**src/rtl/factorial_sequencer.sv**
```systemverilog
// rtl/factorial_sequencer.sv - iterative n! mod 64 engine with sticky overflow, one 6x6 multiply per clock.
// Optional FACT_EARLY_EXIT_EN: finish as soon as the accumulated product becomes 0.

module sixbitmul (
  input  logic [5:0] a,
  input  logic [5:0] b,
  output logic [5:0] p,
  output logic       ovf
);
  logic [11:0] full;

  assign full = a * b;
  assign p    = full[5:0];
  assign ovf  = |full[11:6];
endmodule

module factorial_sequencer #(
  parameter int NMAX = 15
) (
  input  logic       clk,
  input  logic       rst_n,
  input  logic       start,
  input  logic [5:0] ain,
  output logic       busy,
  output logic       done,
  output logic [5:0] out,
  output logic       overflow
);
  typedef enum logic [1:0] {IDLE, MUL, FIN} state_t;

  localparam logic [5:0] NMAX_V = 6'(NMAX);

  state_t     state_q, state_d;
  logic [5:0] acc_q, acc_d;
  logic [5:0] k_q, k_d;
  logic [5:0] n_q, n_d;
  logic       ovf_r_q, ovf_r_d;
  logic [5:0] out_q, out_d;
  logic       overflow_q, overflow_d;
  logic       done_q, done_d;
  logic       busy_q, busy_d;

  logic [5:0] mul_p;
  logic       mul_ovf;
  logic       last_step;

  sixbitmul u_mul (
    .a   (acc_q),
    .b   (k_q),
    .p   (mul_p),
    .ovf (mul_ovf)
  );

`ifdef FACT_EARLY_EXIT_EN
  // Once the product is 0 every later product stays 0 and overflow is already set.
  assign last_step = (k_q == n_q) || (mul_p == 6'd0);
`else
  assign last_step = (k_q == n_q);
`endif

  // Outputs are loaded on the edge that enters FIN so done and out rise together.
  always_comb begin
    state_d    = state_q;
    acc_d      = acc_q;
    k_d        = k_q;
    n_d        = n_q;
    ovf_r_d    = ovf_r_q;
    out_d      = out_q;
    overflow_d = overflow_q;
    done_d     = 1'b0;
    case (state_q)
      IDLE: begin
        if (start) begin
          n_d     = ain;
          acc_d   = 6'd1;
          k_d     = 6'd1;
          ovf_r_d = 1'b0;
          if (ain == 6'd0 || ain > NMAX_V) begin
            state_d    = FIN;
            done_d     = 1'b1;
            out_d      = (ain == 6'd0) ? 6'd1 : 6'd0;
            overflow_d = (ain != 6'd0);
          end else begin
            state_d = MUL;
          end
        end
      end
      MUL: begin
        acc_d   = mul_p;
        ovf_r_d = ovf_r_q | mul_ovf;
        if (last_step) begin
          state_d    = FIN;
          done_d     = 1'b1;
          out_d      = mul_p;
          overflow_d = ovf_r_q | mul_ovf;
        end else begin
          k_d = k_q + 6'd1;
        end
      end
      FIN: begin
        state_d = IDLE;
      end
      default: begin
        state_d = IDLE;
      end
    endcase
    busy_d = (state_d != IDLE);
  end

  always_ff @(posedge clk or negedge rst_n) begin
    if (!rst_n) begin
      state_q    <= IDLE;
      acc_q      <= 6'd1;
      k_q        <= 6'd0;
      n_q        <= 6'd0;
      ovf_r_q    <= 1'b0;
      out_q      <= 6'd0;
      overflow_q <= 1'b0;
      done_q     <= 1'b0;
      busy_q     <= 1'b0;
    end else begin
      state_q    <= state_d;
      acc_q      <= acc_d;
      k_q        <= k_d;
      n_q        <= n_d;
      ovf_r_q    <= ovf_r_d;
      out_q      <= out_d;
      overflow_q <= overflow_d;
      done_q     <= done_d;
      busy_q     <= busy_d;
    end
  end

  assign busy     = busy_q;
  assign done     = done_q;
  assign out      = out_q;
  assign overflow = overflow_q;
endmodule

```
**config.mk**
```make
export PLATFORM = sky130hd
export DESIGN_NAME = factorial_sequencer
export DESIGN_NICKNAME = d
export VERILOG_FILES = /design/src/rtl/factorial_sequencer.sv
export SDC_FILE = /design/constraint.sdc
export NUM_CORES = 1
export LEC_CHECK = 0
export ABC_AREA = 1
export BUFFER_PORTS_ARGS = -buffer_cell sky130_fd_sc_hd__buf_2
export CORE_ASPECT_RATIO = 0.5
export CORE_MARGIN = 2
export CORE_UTILIZATION = 55
export CTS_CLUSTER_SIZE = 8
export DETAILED_ROUTE_END_ITERATION = 8
export PLACE_DENSITY = 0.74
export SLEW_MARGIN = 25
export SYNTH_ARGS = -nofsm -noshare
export SYNTH_HDL_FRONTEND = slang
export SYNTH_SLANG_ARGS = --single-unit
```
**constraint.sdc**
```tcl
create_clock -name clk -period 8.3 [get_ports clk]
set_clock_uncertainty 0.1 [all_clocks]
set_input_delay 0.83 -clock clk [delete_from_list [all_inputs] [get_ports clk]]
set_output_delay 0.83 -clock clk [all_outputs]
set_load 0.02 [all_outputs]
```
==> impl_metrics.json, run 1 <==
{
  "status": "completed",
  "area_growth_syn_to_layout_pct": 5.78,
  "numPortBuffers": 17,
  "synth_adder_area_share_pct": 23.4,
  "ant_nets": 0,
  "slew_viol_final": 0,
  "rsz0062_at_grt": "no",
  "fin_area_um2": 2730,
  "core_area_um2": 4450,
  "slowest_stage": "dfrtp_1",
  "p_total_uw": 560,
  "syn_inst": 341,
  "first_pass_iters": 4,
  "cp-end-kind": "flip-flop",
  "grt_most_used_layer": "met2",
  "path_delay_family": "adder cells",
  "pre_cts_slack_ns": 4.60,
  "clk_pin_slew_ns": 0.07,
  "critPathBufInv": 1,
  "clockBufferDepth": 2,
  "initial_core_util_pct": 58.0,
  "post_cts.repair.setup_buffers": 0,
  "via_per_inst": 5.06,
  "overflow": 0,
  "synth_seq_cells": 30,
  "num_vias": 2085,
  "ys_seq_area_share_pct": 29.2,
  "synth_top_area_cell": "dfrtp_1",
  "async_flop_share_pct": 100,
  "timing.rr.start": "k_q[2]",
  "die_area_um2": 5280,
  "cp-endpoint": "ovf_r_q",
  "period_needed_ns": 3.71,
  "finalCritPeriodShare_pct": 44.7,
  "relSlewSlack_pct": 55.2,
  "synth_compound_area_share_pct": 5.34,
  "setup_viol": 0,
  "synth-edff-count": 0,
  "ios": 18,
  "fmax_mhz": 270,
  "grtUsageMet1_pct": 29.3,
  "path_class": "flip-flop to flip-flop",
  "num_antenna_cells": 0,
  "post_cts_resized": 0,
  "synth_most_common_cell": "nand2_1",
  "grt_use_met3_pct": 4.53,
  "cts_max_level": 2,
  "cts_tree": "done",
  "synth_ff_type": "dfrtp_1",
  "fin_setup_tns_ns": 0,
  "placed_cell_area_um2": 2630,
  "grt_start_max_net_pins": 31,
  "whs_path_depth": 2,
  "synth_top_area_share_pct": 28.2,
  "cts.sinks": 30,
  "die_w_um": 101,
  "synth_top_cells_by_area": "dfrtp_1 28%, nand2_1 17%, fa_1 13%",
  "crit_path_start_kind": "flip-flop",
  "crit_path_max_fanout": 11,
  "ys_types": 27,
  "dp_hpwl_um": 4050,
  "grt_pass1_vias": 1931,
  "setup_slack_ns": 4.59,
  "drv_cap": 0,
  "synth-xor-area-share_pct": 2.04,
  "p_leak_nw": 1.64,
  "routed_wl_um": 5070,
  "nNetsFinal": 401,
  "r2r_slack_ns": 4.59,
  "grt_pass1_wl_um": 8670,
  "worstPathArrival_ns": 3.79,
  "worstSetupPathDepth": 15,
  "avgRoutedWirePerCell_um": 12.3,
  "gp_congestion": 0.845,
  "tightestPinTransition_ns": 0.670,
  "power.density_nw_per_um2": 205,
  "cpPeakStageDelay_ns": 0.59,
  "synthTopCellsByCount": "117 x nand2_1, 61 x inv_1, 29 x dfrtp_1",
  "synth_area_um2": 2580,
  "grt_use_met2_pct": 35.1,
  "drtIter0Drc": 93,
  "synth_top_family_by_area": "simple AND/OR/NAND/NOR gates",
  "antenna_found_initial": 0,
  "synthMuxAreaShare_pct": 0,
  "cts_made_buffers": 5,
  "cts_root_buf": "clkbuf_8",
  "hold_viol": 0,
  "ctsHoldBuffers": 0,
  "synth_fp_nets": 388,
  "cp_common_cell": "nand2_1",
  "drc_errors": 0,
  "required_ns": 8.38,
  "yosysWarnings": 0,
  "drive_above_1_share_pct": 9.86,
  "grt_use_total_pct": 21.7,
  "synth_area_per_cell_um2": 7.56,
  "r2r_cells": 15,
  "rr_endpoint": "ovf_r_q",
  "critPathLaunch": "k_q[2]",
  "cp_cell_sequence": "nand2_1, fa_1, fa_1, fa_1, inv_1, ha_1, nand2_1, nand2_1, nand3_1, nand2_1, nand2_1, nand2_1, nor2_1, nand3_1, and2_1",
  "synthSimpleGateAreaFrac_pct": 26.7,
  "clock_latency_ns": 0.29,
  "rows": 17,
  "worstHoldPathType": "flip-flop to flip-flop",
  "die_h_um": 52.4,
  "vdd_drop_max_mv": 0.192
}
[cells in the final DEF, fill, tap and decap left out]
cell type and count:
clkbuf_8 6, xor2_1 6, nand3_1 20, nor2_1 19, nand2_2 3, nand3b_1 1
dfstp_2 1, fa_1 17, inv_1 61, nor2_4 1, dfrtp_1 29, buf_2 17
clkinv_2 1, o21ai_0 14, and2_1 1, a21oi_2 1, nand4_1 3, clkinvlp_4 1
inv_2 1, nand2_1 117, a31o_2 1, nand3_2 1, ha_1 21, a21oi_1 10
inv_6 1, nor3_1 1
[state kept, by name, summed over array words and instances, names as in the netlist]
name / cells
acc_q: 6
busy: 1
done: 1
k_q: 6
n_q: 6
out: 6
overflow: 1
ovf_r_q: 1
state_q: 2
[metal layers]
metal | wire, µm | vias to the layer above
li1 | - | 1058
met1 | 2470 | 982
met2 | 2270 | 36
met3 | 237 | 9
met4 | 91 | 0
met5 | 0 | -
[worst reg2reg max path: cells and delay by family (launching register included)]
family	cells	cell delay, ns
AND/OR/NAND/NOR	10	0.97
buffers and inverters	1	0.04
adder cells (fa/ha/maj)	4	1.89
flip-flops	1	0.59
[worst min path at each step]
stage | from | to
6_report | out[5] | out[5]
3_3_place_gp | out[5] | out[5]
5_1_grt | out[5] | out[5]
3_5_place_dp | out[5] | out[5]
4_1_cts | out[5] | out[5]
2_1_floorplan | n_q[2] | n_q[2]
[per-stage QoR]
stage | hold slack, ns | util, % | instances
final | 0.370 | 61.3 | 412
after global routing | 0.392 | 61.3 | 412
after CTS | 0.374 | 61.3 | 412
after detailed placement | 0.358 | 59.2 | 404
after global placement | 0.356 | 59.2 | 404
after floorplan | 0.368 | - | 341
[area by class of cell]
cell class / instances / area, µm²
Timing Repair Buffer: 17 / 85.1
Sequential cell: 30 / 752
Inverter: 63 / 241
Clock buffer: 6 / 82.6
Clock inverter: 2 / 12.5
Multi-Input combinational cell: 237 / 1480
Fill cell: 400 / 1720
Tap cell: 57 / 71.3
[logic make-up (layout without fill, tap and decap cells)]
kind of cell | Yosys count | count (layout)
AND/OR/NAND/NOR | 167 | 167
buffers and inverters | 74 | 88
adder cells (fa/ha/maj) | 38 | 38
flip-flops | 30 | 30
AO/OA/AOI/OAI | 26 | 26
XOR/XNOR | 6 | 6
[power breakdown]
part | switching [mW] | internal [mW] | total, mW
Sequential | 0.0511 | 0.191 | 0.242
Combinational | 0.131 | 0.0623 | 0.193
Clock | 0.0582 | 0.0665 | 0.125
Total | 0.240 | 0.320 | 0.560
Power figures use the tool's default switching activity.
==> run 2, diff against run 1 <==
==> constraint.sdc (replaced) <==
create_clock -name clk -period 3.5 [get_ports clk]
set_clock_uncertainty 0.1 [all_clocks]
set_input_delay 0.35 -clock clk [delete_from_list [all_inputs] [get_ports clk]]
set_output_delay 0.35 -clock clk [all_outputs]
set_load 0.02 [all_outputs]
==> run 2 against run 1 <==
  * Design area increased by 13%
  * Largest power group is now combinational cells
  * Highest routed layer unchanged
  * Die area stayed put
  * Non-clock buffer count up 23
  * Largest cell class unchanged
  * Hold slack lost 0.37 ns
  * Count of clock-buffer cells in the layout stayed put
  * Wire length up 19%
  * Critical endpoint unchanged
  * First-iteration DRC count rose by 58%
  * Fmax rose by 7.0%
==> impl_metrics.json, run 2 (synthesized netlist as in run 1, its figures left out) <==
{
  "layout_commonest_cell": "nand2_1",
  "final_cell_count_no_fill": 434,
  "finalCritPeriodShare_pct": 99.0,
  "cp_common_cell": "nand2_1",
  "grt_start_max_net_pins": 31,
  "area_growth_syn_to_layout_pct": 19.4,
  "first_pass_iters": 4,
  "ant_nets": 0,
  "grt_pass1_vias": 2155,
  "clock_latency_ns": 0.28,
  "p_total_mw": 1.48,
  "period_needed_ns": 3.47,
  "cts_max_level": 2,
  "vdd_drop_max_mv": 0.446,
  "rr_endpoint": "ovf_r_q",
  "cp_cell_sequence": "buf_4, buf_4, nand2_1, fa_1, inv_1, ha_1, inv_1, fa_1, inv_2, fa_2, nand2_2, nand2_2, nand3b_1, nand2_1, nand2_1, nand2_1, nor2_1, nand3_1, and2_1",
  "p_leak_nw": 1.78,
  "grt_use_total_pct": 24.2,
  "num_vias": 2271,
  "cts_made_buffers": 5,
  "avgRoutedWirePerCell_um": 13.9,
  "ios": 18,
  "timing.rr.start": "acc_q[3]",
  "utilization_pct": 69.2,
  "crit_path_max_fanout": 6,
  "die_h_um": 52.4,
  "cpPeakStageDelay_ns": 0.52,
  "slew_viol_final": 0,
  "fmax_mhz": 289,
  "grt_pass1_wl_um": 9620,
  "num_antenna_cells": 0,
  "die_area_um2": 5280,
  "overflow": 0,
  "r2r_cells": 19,
  "rsz0062_at_grt": "yes",
  "via_per_inst": 5.23,
  "path_class": "flip-flop to flip-flop",
  "fillers": 327,
  "clockBufferDepth": 2,
  "worstHoldPathType": "primary input to asynchronous set/reset pin",
  "drive_above_1_share_pct": 24.4,
  "relSlewSlack_pct": 50.1,
  "tightestPinTransition_ns": 0.747,
  "cp-end-kind": "flip-flop",
  "slowest_stage": "fa_1",
  "drtIter0Drc": 147,
  "crit_path_start_kind": "flip-flop",
  "rows": 17,
  "setup_viol": 0,
  "r2r_slack_ns": 0.03,
  "cts_root_buf": "clkbuf_8",
  "initial_core_util_pct": 58.0,
  "routed_wl_um": 6020,
  "critPathBufInv": 5,
  "dp_hpwl_um": 4240,
  "placedCellCount": 419,
  "pre_cts_slack_ns": -0.151,
  "fin_area_um2": 3080,
  "hold_viol": 0,
  "path_delay_family": "adder cells",
  "cts_tree": "done",
  "placed_cell_area_um2": 2740,
  "worstPathArrival_ns": 3.54,
  "antenna_found_initial": 0,
  "numPortBuffers": 17,
  "nNetsFinal": 424,
  "setup_slack_ns": 0.0342,
  "required_ns": 3.57,
  "drv_cap": 0,
  "power.density_nw_per_um2": 481,
  "die_w_um": 101,
  "core_area_um2": 4450,
  "final_cell_mix": "104 x nand2_1, 59 x inv_1, 21 x dfrtp_1",
  "clk_pin_slew_ns": 0.06,
  "status": "completed",
  "cts.sinks": 30,
  "drc_errors": 0,
  "gp_congestion": 0.789
}
## run 2: cell types whose count changed in the layout (fill, tap and decap cells not counted), moves of 8 or more
cell | previous run | this run
nand2_2 | 3 | 14
nand2_1 | 117 | 104
dfrtp_1 | 29 | 21
buf_4 | 0 | 20
dfrtp_2 | 0 | 8
## run 2: stage by stage
step | setup TNS [ns] | hold WS [ns]
2_1_floorplan | 0 | -0.0456
3_3_place_gp | -0.0225 | 0.307
3_5_place_dp | -0.258 | 0.322
4_1_cts | 0 | 0.0211
5_1_grt | -0.161 | 0.0397
6_report | 0 | 0.00123
## run 2: cell type report
| cell class | count | area (µm²) | area share, % |
|---|---|---|---|
| Sequential cell | 30 | 762 | 24.8 |
| Multi-Input combinational cell | 237 | 1620 | 52.7 |
| Clock buffer | 6 | 82.6 | 2.68 |
| Tap cell | 57 | 71.3 | 2.32 |
| Inverter | 63 | 241 | 7.85 |
| Clock inverter | 1 | 30.0 | 0.976 |
| Timing Repair Buffer | 40 | 269 | 8.74 |
## run 2: how the worst max path moves through the flow
stage / slack, ns / endpoint / startpoint / depth (start not counted)
2_1_floorplan: 0.02 / ovf_r_q / acc_q[0] / 15
3_3_place_gp: -0.02 / ovf_r_q / acc_q[0] / 15
3_5_place_dp: -0.15 / ovf_r_q / acc_q[0] / 15
4_1_cts: 0.01 / ovf_r_q / acc_q[4] / 18
5_1_grt: -0.09 / ovf_r_q / acc_q[3] / 19
6_report: 0.03 / ovf_r_q / acc_q[3] / 19
## run 2: where the power goes
part	switching [mW]	internal [mW]
Sequential	0.0837	0.456
Clock	0.130	0.227
Combinational	0.378	0.207
Total	0.592	0.890
## run 2: timing repair
item,in CTS,in global routing
setup endpoints to repair,2,2
gates resized for setup,10,31
buffers inserted,1,7
hold buffers,0,0
pin swaps,5,22
## run 2: per-layer routing
layer  global-route usage (%)  vias up  share of wire, %  routed length (µm)
met4                     10.5        0               1.6                  97
met3                     4.13       14               6.4                 383
met1                     31.3     1082                43                2580
met2                     40.8       68                49                2960
met5                        0        -                 0                   0
li1                         -     1107                 -                   -
==> run 3, diff against run 2 <==
--- a/config.mk
+++ b/config.mk
@@ -12,6 +12,7 @@
 export CORE_UTILIZATION = 55
 export CTS_CLUSTER_SIZE = 8
 export DETAILED_ROUTE_END_ITERATION = 8
+export MAX_ROUTING_LAYER = met4
 export PLACE_DENSITY = 0.74
 export SLEW_MARGIN = 25
 export SYNTH_ARGS = -nofsm -noshare
==> run 3 against run 2 <==
  * Hold slack gained 0.00054 ns
  * Worst setup slack lost 0.018 ns
  * Wire length grew 0.42%
  * Global-route usage grew 0.64 points
  * Final cell count is the same
  * Highest routed layer unchanged
==> impl_metrics.json, run 3 (synthesized netlist as in run 1, its figures left out) <==
{
  "grt_use_total_pct": 24.9,
  "clockBufferDepth": 2,
  "critPathBufInv": 5,
  "cp_cell_sequence": "buf_4, buf_4, nand2_1, fa_1, inv_1, ha_1, inv_1, fa_1, inv_2, fa_2, nand2_2, nand2_2, nand3b_1, nand2_1, nand2_1, nand2_1, nor2_1, nand3_1, and2_1",
  "die_area_um2": 5280,
  "power.internal_uw": 890,
  "cts_tree": "done",
  "dp_hpwl_um": 4240,
  "cts.sinks": 30,
  "relSlewSlack_pct": 49.4,
  "placed_cell_area_um2": 2740,
  "whs_ns": 0.00177,
  "ctsHoldBuffers": 0,
  "avgRoutedWirePerCell_um": 13.9,
  "power.density_nw_per_um2": 482,
  "path_class": "flip-flop to flip-flop",
  "core_area_um2": 4450,
  "utilization_pct": 69.2,
  "die_w_um": 101,
  "cp-end-kind": "flip-flop",
  "setup_viol": 0,
  "drv_cap": 0,
  "routed_wl_um": 6050,
  "rows": 17,
  "worstHoldPathType": "primary input to asynchronous set/reset pin",
  "die_h_um": 52.4,
  "drtIter0Drc": 142,
  "via_per_inst": 5.28,
  "ios": 18,
  "tightestPinTransition_ns": 0.758,
  "pre_cts_slack_ns": -0.151,
  "fmax_mhz": 287,
  "first_pass_iters": 7,
  "status": "completed",
  "nNetsFinal": 424,
  "cpPeakStageDelay_ns": 0.52,
  "setup_slack_ns": 0.0166,
  "fin_setup_tns_ns": 0,
  "cts_root_buf": "clkbuf_8",
  "final_cell_count_no_fill": 434,
  "comb_power_share_pct": 39.4,
  "ant_nets": 0,
  "slowest_stage": "fa_1",
  "numPortBuffers": 17,
  "final_cell_mix": "104 x nand2_1, 59 x inv_1, 21 x dfrtp_1",
  "timing.rr.start": "acc_q[3]",
  "hold_viol": 0,
  "antenna_found_initial": 0,
  "path_delay_family": "adder cells",
  "area_growth_syn_to_layout_pct": 19.4,
  "num_antenna_cells": 0,
  "initial_core_util_pct": 58.0,
  "crit_path_start_kind": "flip-flop",
  "grt_pass1_wl_um": 9600,
  "layout_commonest_cell": "nand2_1",
  "period_needed_ns": 3.48,
  "p_switching_uw": 594,
  "switching_share_pct": 40.0,
  "clock_latency_ns": 0.28,
  "seqPwrFrac_pct": 36.4,
  "overflow": 0,
  "placedCellCount": 419,
  "p_total_mw": 1.48,
  "finalCritPeriodShare_pct": 99.5,
  "cp_common_cell": "nand2_1",
  "cts_max_level": 2,
  "rsz0062_at_grt": "yes",
  "power_frac_clock_pct": 24.2,
  "slew_viol_final": 0,
  "required_ns": 3.57,
  "gp_congestion": 0.800,
  "drc_errors": 0,
  "vdd_drop_max_mv": 0.449,
  "p_leak_nw": 1.78,
  "worstPathArrival_ns": 3.56,
  "drive_above_1_share_pct": 24.4,
  "critPathLaunch": "acc_q[3]",
  "num_vias": 2292,
  "crit_path_max_fanout": 6,
  "clk_pin_slew_ns": 0.06,
  "grt_start_max_net_pins": 31,
  "cts_made_buffers": 5,
  "grt_pass1_vias": 2155,
  "fin_area_um2": 3080
}
run 3: cell counts in the layout (fill, tap and decap cells not counted):
No cell type changed its count.
run 3: worst paths after layout:
kind | end | slack (ns) | cells past startpoint
worst max-delay path | ovf_r_q | 0.02 | 19
worst min-delay path | n_q[4] | 0.002 | 1
worst max register to register | ovf_r_q | 0.02 | 19
worst min register to register | out[5] | 0.37 | 2
max in group asynchronous | k_q[3] | 2.81 | 1
min in group clk | n_q[2] | 0.17 | 3
run 3: what timing repair did:
action | in CTS | in global routing
endpoints found under the setup margin | 2 | 2
pin swaps | 5 | 22
setup buffers | 1 | 7
resized for setup | 10 | 31
run 3: area by class of cell:
class / count / area, µm²
clock inverter: 1 / 30.0
tap: 57 / 71.3
inverter: 63 / 241
clock buffer: 6 / 82.6
sequential: 30 / 762
multi-input combinational: 237 / 1620
timing repair buffer: 40 / 269
fill: 327 / 1370
run 3: power by group through the flow:
stage          logic, mW  registers [mW]  clock network, mW
3_3_place_gp       0.527           0.533                  0
6_report           0.585           0.540              0.359
3_5_place_dp       0.550           0.536                  0
2_1_floorplan      0.386           0.556                  0
4_1_cts            0.552           0.533              0.360
5_1_grt            0.657           0.548              0.384
run 3: per-layer routing:
metal / track usage [%] / vias to the layer above / part of all wire, %
met5: - / - / 0
met4: 10.5 / 0 / 1.8
met2: 41.1 / 86 / 48
li1: - / 1106 / -
met3: 4.13 / 18 / 5.5
met1: 31.0 / 1082 / 44
